===== config.mk =====
export PLATFORM = sky130hd
export DESIGN_NAME = paddle_timer_flat
export DESIGN_NICKNAME = d
export VERILOG_FILES = /design/src/rtl/pong_pkg.sv /design/src/rtl/paddle_timer_if.sv /design/src/rtl/pad_pos_integrator.sv /design/src/rtl/paddle_timer.sv /design/src/flat_wrapper.sv
export SDC_FILE = /design/constraint.sdc
export NUM_CORES = 1
export LEC_CHECK = 0
export ABC_AREA = 1
export CORE_ASPECT_RATIO = 1.25
export CORE_MARGIN = 2
export CORE_UTILIZATION = 35
export CTS_CLUSTER_DIAMETER = 50
export DETAILED_ROUTE_END_ITERATION = 7
export GPL_ROUTABILITY_DRIVEN = 0
export PLACE_DENSITY = 0.64
export SLEW_MARGIN = 20
export SYNTH_ARGS = -nofsm -noshare
export SYNTH_HDL_FRONTEND = slang
export SYNTH_SLANG_ARGS = --single-unit
export TNS_END_PERCENT = 30

===== constraint.sdc =====
create_clock -name clk_sys -period 1.7 [get_ports clk_sys]
set_input_delay 0.34 -clock clk_sys [delete_from_list [all_inputs] [get_ports clk_sys]]
set_output_delay 0.34 -clock clk_sys [all_outputs]
set_load 0.01 [all_outputs]

===== src/rtl/pong_pkg.sv =====
// Shared types and constants for the pong paddle timer slice.
// Optional digital paddle control is enabled with PADDLE_DIGITAL_EN.
package pong_pkg;

    typedef enum logic [1:0] {
        IDLE   = 2'd0,
        WAIT   = 2'd1,
        TIMING = 2'd2,
        DONE   = 2'd3
    } pad_state_t;

    localparam logic [7:0] PAD_RESET_POS = 8'h80;
    localparam int         PAD_CNT_W     = 9;

    // Move a position by one step toward top (up) or bottom (dn), clamped to 0..255.
    function automatic logic [7:0] pad_sat_step(
        input logic [7:0] pos,
        input logic [7:0] step,
        input logic       up,
        input logic       dn
    );
        logic [8:0] sum;
        logic [7:0] res;
        sum = {1'b0, pos} + {1'b0, step};
        if (up && !dn) begin
            if (pos < step) begin
                res = 8'h00;
            end else begin
                res = pos - step;
            end
        end else if (dn && !up) begin
            if (sum[8]) begin
                res = 8'hFF;
            end else begin
                res = sum[7:0];
            end
        end else begin
            res = pos;
        end
        return res;
    endfunction

endpackage


===== src/rtl/paddle_timer_if.sv =====
// Sync/position inputs and one-shot outputs of the paddle timer.
// Digital control lines exist only with PADDLE_DIGITAL_EN.
interface paddle_timer_if;

    logic       hsync;
    logic       vsync;
    logic [7:0] vpos_in;
`ifdef PADDLE_DIGITAL_EN
    logic       dig_up;
    logic       dig_dn;
    logic       dig_sel;
`endif
    logic       pad_q;
    logic       pad_done;
    logic [7:0] vpos_lat;

`ifdef PADDLE_DIGITAL_EN
    modport master (
        output hsync, vsync, vpos_in, dig_up, dig_dn, dig_sel,
        input  pad_q, pad_done, vpos_lat
    );
    modport slave (
        input  hsync, vsync, vpos_in, dig_up, dig_dn, dig_sel,
        output pad_q, pad_done, vpos_lat
    );
`else
    modport master (
        output hsync, vsync, vpos_in,
        input  pad_q, pad_done, vpos_lat
    );
    modport slave (
        input  hsync, vsync, vpos_in,
        output pad_q, pad_done, vpos_lat
    );
`endif

endinterface


===== src/rtl/pad_pos_integrator.sv =====
// Digital paddle position: saturating per-frame step driven by up/down buttons.
// Only instantiated when PADDLE_DIGITAL_EN is defined.
module pad_pos_integrator
    import pong_pkg::*;
#(
    parameter int DIG_STEP = 4
) (
    input  logic       clk_sys,
    input  logic       reset,
    input  logic       step_en,
    input  logic       dig_up,
    input  logic       dig_dn,
    output logic [7:0] pos_next
);

    localparam logic [7:0] STEP_W = 8'(DIG_STEP);

    logic [7:0] pos_dig_r;

    // Next position; the frame latch takes this value on the same edge as the step.
    always_comb begin
        pos_next = pad_sat_step(pos_dig_r, STEP_W, dig_up, dig_dn);
    end

    // Position register, advanced once per frame.
    always_ff @(posedge clk_sys or posedge reset) begin
        if (reset) begin
            pos_dig_r <= PAD_RESET_POS;
        end else if (step_en) begin
            pos_dig_r <= pos_next;
        end else begin
            pos_dig_r <= pos_dig_r;
        end
    end

endmodule


===== src/rtl/paddle_timer.sv =====
// Per-frame paddle one-shot: pulse width in hsync lines equals the latched position.
// Build with PADDLE_DIGITAL_EN to add the digital up/down position source.
module paddle_timer
    import pong_pkg::*;
#(
    parameter int LINE_OFFSET = 16,
    parameter int DIG_STEP    = 4
) (
    input  logic           clk_sys,
    input  logic           reset,
    paddle_timer_if.slave  pad_if
);

    localparam logic [PAD_CNT_W-1:0] OFFSET_W = 9'(LINE_OFFSET);

    if (LINE_OFFSET < 0 || LINE_OFFSET > 255) begin : g_bad_offset
        $error("paddle_timer: LINE_OFFSET out of range");
    end
    if (DIG_STEP < 1 || DIG_STEP > 64) begin : g_bad_step
        $error("paddle_timer: DIG_STEP out of range");
    end

    pad_state_t           state_r;
    logic [PAD_CNT_W-1:0] cnt_r;
    logic [PAD_CNT_W-1:0] cnt_inc_s;
    logic                 hs_prev_r;
    logic                 vs_prev_r;
    logic                 hs_rise_s;
    logic                 vs_rise_s;
    logic                 pad_q_r;
    logic                 pad_done_r;
    logic [7:0]           vpos_lat_r;
    logic [7:0]           pos_sel_s;

    // Edge detect against last cycle's sync levels.
    always_comb begin
        hs_rise_s = pad_if.hsync & ~hs_prev_r;
        vs_rise_s = pad_if.vsync & ~vs_prev_r;
        cnt_inc_s = cnt_r + 9'd1;
    end

`ifdef PADDLE_DIGITAL_EN
    logic [7:0] pos_next_s;

    pad_pos_integrator #(
        .DIG_STEP (DIG_STEP)
    ) u_pos_int (
        .clk_sys  (clk_sys),
        .reset    (reset),
        .step_en  (vs_rise_s),
        .dig_up   (pad_if.dig_up),
        .dig_dn   (pad_if.dig_dn),
        .pos_next (pos_next_s)
    );

    // Frame position source: stepped digital value or the analog input.
    always_comb begin
        if (pad_if.dig_sel) begin
            pos_sel_s = pos_next_s;
        end else begin
            pos_sel_s = pad_if.vpos_in;
        end
    end
`else
    // Frame position source: analog input only.
    always_comb begin
        pos_sel_s = pad_if.vpos_in;
    end
`endif

    // One-shot FSM; a vsync rise restarts the frame from any state and hides a coincident hsync.
    always_ff @(posedge clk_sys or posedge reset) begin
        if (reset) begin
            state_r    <= IDLE;
            cnt_r      <= 9'd0;
            hs_prev_r  <= 1'b0;
            vs_prev_r  <= 1'b0;
            pad_q_r    <= 1'b0;
            pad_done_r <= 1'b0;
            vpos_lat_r <= PAD_RESET_POS;
        end else begin
            hs_prev_r  <= pad_if.hsync;
            vs_prev_r  <= pad_if.vsync;
            pad_done_r <= 1'b0;
            if (vs_rise_s) begin
                vpos_lat_r <= pos_sel_s;
                cnt_r      <= 9'd0;
                if (LINE_OFFSET == 0) begin
                    if (pos_sel_s == 8'd0) begin
                        state_r    <= DONE;
                        pad_q_r    <= 1'b0;
                        pad_done_r <= 1'b1;
                    end else begin
                        state_r <= TIMING;
                        pad_q_r <= 1'b1;
                    end
                end else begin
                    state_r <= WAIT;
                    pad_q_r <= 1'b0;
                end
            end else begin
                case (state_r)
                    IDLE: begin
                        pad_q_r <= 1'b0;
                    end
                    WAIT: begin
                        if (hs_rise_s) begin
                            if (cnt_inc_s == OFFSET_W) begin
                                cnt_r <= 9'd0;
                                if (vpos_lat_r == 8'd0) begin
                                    state_r    <= DONE;
                                    pad_done_r <= 1'b1;
                                end else begin
                                    state_r <= TIMING;
                                    pad_q_r <= 1'b1;
                                end
                            end else begin
                                cnt_r <= cnt_inc_s;
                            end
                        end else begin
                            cnt_r <= cnt_r;
                        end
                    end
                    TIMING: begin
                        if (hs_rise_s) begin
                            if (cnt_inc_s == {1'b0, vpos_lat_r}) begin
                                state_r    <= DONE;
                                cnt_r      <= 9'd0;
                                pad_q_r    <= 1'b0;
                                pad_done_r <= 1'b1;
                            end else begin
                                cnt_r <= cnt_inc_s;
                            end
                        end else begin
                            cnt_r <= cnt_r;
                        end
                    end
                    DONE: begin
                        state_r <= IDLE;
                    end
                    default: begin
                        state_r <= IDLE;
                        pad_q_r <= 1'b0;
                        cnt_r   <= 9'd0;
                    end
                endcase
            end
        end
    end

    assign pad_if.pad_q    = pad_q_r;
    assign pad_if.pad_done = pad_done_r;
    assign pad_if.vpos_lat = vpos_lat_r;

endmodule


===== src/flat_wrapper.sv =====
// flat-port wrapper written by rule: the top's interface ports become plain ports
module paddle_timer_flat import pong_pkg::*;
#(
    parameter int LINE_OFFSET = 16,
    parameter int DIG_STEP    = 4
)
  (clk_sys, reset, pad_if_hsync, pad_if_vsync, pad_if_vpos_in, pad_if_pad_q, pad_if_pad_done, pad_if_vpos_lat);
  paddle_timer_if pad_if_i ();
  input  logic clk_sys;
  input  logic reset;
  input wire logic [$bits(pad_if_i.hsync)-1:0] pad_if_hsync;
  input wire logic [$bits(pad_if_i.vsync)-1:0] pad_if_vsync;
  input wire logic [$bits(pad_if_i.vpos_in)-1:0] pad_if_vpos_in;
  output wire logic [$bits(pad_if_i.pad_q)-1:0] pad_if_pad_q;
  output wire logic [$bits(pad_if_i.pad_done)-1:0] pad_if_pad_done;
  output wire logic [$bits(pad_if_i.vpos_lat)-1:0] pad_if_vpos_lat;
  assign pad_if_i.hsync = pad_if_hsync;
  assign pad_if_i.vsync = pad_if_vsync;
  assign pad_if_i.vpos_in = pad_if_vpos_in;
  assign pad_if_pad_q = pad_if_i.pad_q;
  assign pad_if_pad_done = pad_if_i.pad_done;
  assign pad_if_vpos_lat = pad_if_i.vpos_lat;
  paddle_timer #(.LINE_OFFSET(LINE_OFFSET), .DIG_STEP(DIG_STEP)) u_core (.clk_sys(clk_sys), .reset(reset), .pad_if(pad_if_i));
endmodule

==> flow_results.org <==
** CTS
- The clock passes through at most 2 buffers.
- Counting the buffers created by CTS gives 3.
- Clock tree from TritonCTS :: built
- H-tree depth :: 1
- The clock drives 23 sinks.
- After clock tree synthesis, the clock-pin slew on the worst setup and hold paths is 90 ps.
- Clock Latency Late Sink :: 280 ps
- CTS root buf :: clkbuf_8

** Global route
- Global route overflow :: 0
- The first global-routing pass estimated 6.63 mm of wire.
- The via count of the first global-routing pass came to 1510.
- Pin count of the biggest net entering global routing :: 24
- Antenna violations before repair :: 0
- Combined global-route utilization of all metal layers :: 0.181

** Synth
- Counting every net in the synthesized netlist gives 226.
- Summed instance area of the synthesized netlist :: 1460 um^2
- Synthesized-area fraction occupied by ao, oa, aoi and oai cells :: 0.103
- Mean cell area of the mapped netlist :: 7.03 um^2
- Register area share after synthesis :: 0.394
- Of the total synthesized cell area, the portion taken by AND, OR, NAND and NOR gates is 0.358.
- Counting distinct cell types in the post-synthesis netlist gives 23.
- Proportion of synthesized area in mux cells :: 0
- Adder-Cell Fraction of Synth Area :: 0.0513
- Of the total synthesized cell area, the portion taken by XOR and XNOR cells is 0.
- After synthesis the netlist holds a flip-flop and latch count of 23.
- Dominant combinational cell family by area after synthesis :: simple AND/OR/NAND/NOR gates
- Synthesis handed over a netlist of 208 instances.
- The Yosys step of the flow raised 0 warnings.

** Routing
- 1st-iter DRT viols :: 64
- Final routed DRC violation total :: 0
- Detail Route Antenna Nets :: 0
- Via count :: 1548
- Dividing the detail-routed via count by the number of cells gives 4.95.
- Post-detailed-routing wire length :: 3.86 mm
- First-pass iteration count of the detailed router :: 4
- In the final routed layout, each cell accounts on average for 12.3 um.

** Finish
- The repair_antennas step left the layout with diodes totalling 0.
- Fraction of layout instances using a drive strength above 1 :: 0.280
- Reg area :: 579 um^2
- After routing the design area is 2130 um^2.
- Post-layout instance count excluding filler cells :: 313
- The layout has 406 filler cells.
- Compared with the post-synthesis result, the final layout area differs by 45.7%.
- The multi-input combinational cells in the finished layout cover a total of 887 um^2.
- The final layout contains 276 nets.

** Critical path
- The worst setup path is captured at a flip-flop.
- Depth of the worst register-to-register path :: 12
- Data required time of the worst path :: 1880 ps
- The critical path is of the flip-flop to flip-flop type.
- The endpoint identified for the worst register-to-register timing path is u_core.state_r[0]$_DFFE_PP0P_.
- Of all nets on the critical path, the largest fanout is 5.
- Critical Path Source Type :: flip-flop
- STA puts the critical path data arrival time at 1970 ps.
- Flop-to-flop setup slack :: -100 ps
- R2R Path Start :: u_core.cnt_r[0]$_DFFE_PP0P_

** Timing
- Period Utilization, post-route :: 1.06
- Setup slack on the critical path of the routed design comes to -96.0 ps.
- Setup violations remaining at the end of the flow were counted as 12.
- Based on the critical path, the design can be clocked at up to 557 MHz.
- Shortest period the worst path allows :: 1800 ps
- Headroom to the max-slew limit :: 0.791
- RSZ-0062 raised after global routing :: yes
- Total count of hold-check failures in the final report :: 0
- At the pin with the least slew margin, the transition time is 313 ps.
- Number of pins with negative max-slew slack in the final report :: 0
- Clock skew on the completed layout was measured at 8.66 ps.

** Die
- The floorplan has 26 rows.
- Top-level I/O count :: 22
- Starting density of the core :: 0.360
- In this run the standard cell core region covers 4070 um^2.
- Width of the chip :: 61.8 um
- Area of the die :: 4720 um^2
- The die is 76.3 um tall.

** Status
- The checks that failed: setup timing.
- Result of the run :: complete, but fails checks

** Placed design
- The number of placed instances, taps included, is 307.
- Post-placement cell area :: 1910 um^2
- Worst setup slack before clock tree synthesis :: -350 ps
- Port buffering added 21 buffers.
- Detailed Place HPWL :: 2.93 mm

** Pwr
- Worst ir drop on vdd :: 0.570 mV
- Overall power consumption after layout is estimated at 2.49 mW.
- Power per Cell Area :: 1170 nW/um^2
- Leakage :: 1.01 nW

** Hold path
- The tightest min-delay check is of the primary input to asynchronous set/reset pin type.

** Run
- Max_cap viols :: 0
==> state kept, by name (all words and copies together) (netlist names) <==
register,count
u_core.state_r,2
u_core.pad_if.pad_done,1
u_core.cnt_r,9
u_core.hs_prev_r,1
u_core.pad_if.vpos_lat,8
u_core.pad_if.pad_q,1
u_core.vs_prev_r,1
==> area by class of cell <==
type | instances | share of cell area
Tap cell | 56 | 0.0329
Multi-Input combinational cell | 149 | 0.416
Sequential cell | 23 | 0.272
Clock buffer | 4 | 0.0211
Inverter | 34 | 0.0611
Timing Repair Buffer | 47 | 0.197
==> metal layers <==
metal  track usage  wire (um)  part of all wire
met2         0.298       2010              0.52
met3        0.0153         86             0.022
met1         0.243       1670              0.43
met5             0          0                 0
met4        0.0617         95             0.025
==> power by group <==
group | switching [mW] | internal (mW) | total [mW]
clock | 0.190 | 0.168 | 0.358
sequential | 0.0964 | 0.640 | 0.736
combinational | 0.736 | 0.656 | 1.39
==> how the worst max path moves through the flow <==
stage	from	endpoint	slack [ps]
6_report	u_core.cnt_r[0]$_DFFE_PP0P_	u_core.state_r[0]$_DFFE_PP0P_	-100
5_1_grt	u_core.cnt_r[0]$_DFFE_PP0P_	u_core.state_r[1]$_DFFE_PP0P_	-220
4_1_cts	u_core.cnt_r[1]$_DFFE_PP0P_	u_core.state_r[1]$_DFFE_PP0P_	-120
3_5_place_dp	pad_if_vsync	u_core.state_r[1]$_DFFE_PP0P_	-350
3_3_place_gp	pad_if_vsync	u_core.state_r[1]$_DFFE_PP0P_	-290
2_1_floorplan	u_core.cnt_r[0]$_DFFE_PP0P_	u_core.state_r[0]$_DFFE_PP0P_	20
==> cell families after synthesis <==
group | after synthesis
buf+inv | 36
simple gates | 116
compound gates | 27
flops | 23
fa+ha+maj | 6
==> synth_stat cells (all sizes together) <==
library cell  count  share of area
ha                6          0.051
dfrtp            22           0.38
clkbuf            1         0.0026
o211ai            1         0.0051
o21bai            1         0.0051
a31oi             1         0.0043
dfstp             1          0.018
nand2            57           0.15
buf               1         0.0034
inv              34          0.087
a21oi             2         0.0068
o41ai             1         0.0060
nand3            31           0.11
nor2             20          0.062
nand4             8          0.034
o21ai            17          0.058
o22ai             4          0.017
==> metrics by stage <==
stage	util	TNS, ps	hold slack, ps
global placement	0.471	-2880	470
floorplan	-	0	341
finish	0.524	-483	399
detailed placement	0.471	-3420	501
CTS	0.495	-765	418
global route	0.524	-2060	431
==> what timing repair did <==
action	4_1_cts	5_1_grt
setup endpoints to repair	14	13
hold buffers	0	0
gates resized for setup	13	30
pin swaps	13	13
buffers inserted	1	1
==> worst max-delay path: stages, from the launching register on <==
cell and delay [ps]:
dfrtp_2 460, ha_4 290, inv_4 30, nand2_2 40, nand4_1 90, nor2_1 130, nand3_2 130, nor2_4 150
nand2_1 80, nand2_2 120, nand3_2 80, nand2_1 60, nand2_1 40
==> layout by cell type, fill, tap and decap left out, types with 6 or more instances in the layout <==
cell             count
nor2_2               6
nand2_1             44
nor2_1              11
nand2_2             12
dfrtp_1             20
buf_4               22
nand3_1             23
o21ai_0             12
nand3_2              7
clkdlybuf4s50_1     20
nand4_1              8
inv_1               30
Power figures use the tool's default switching activity.
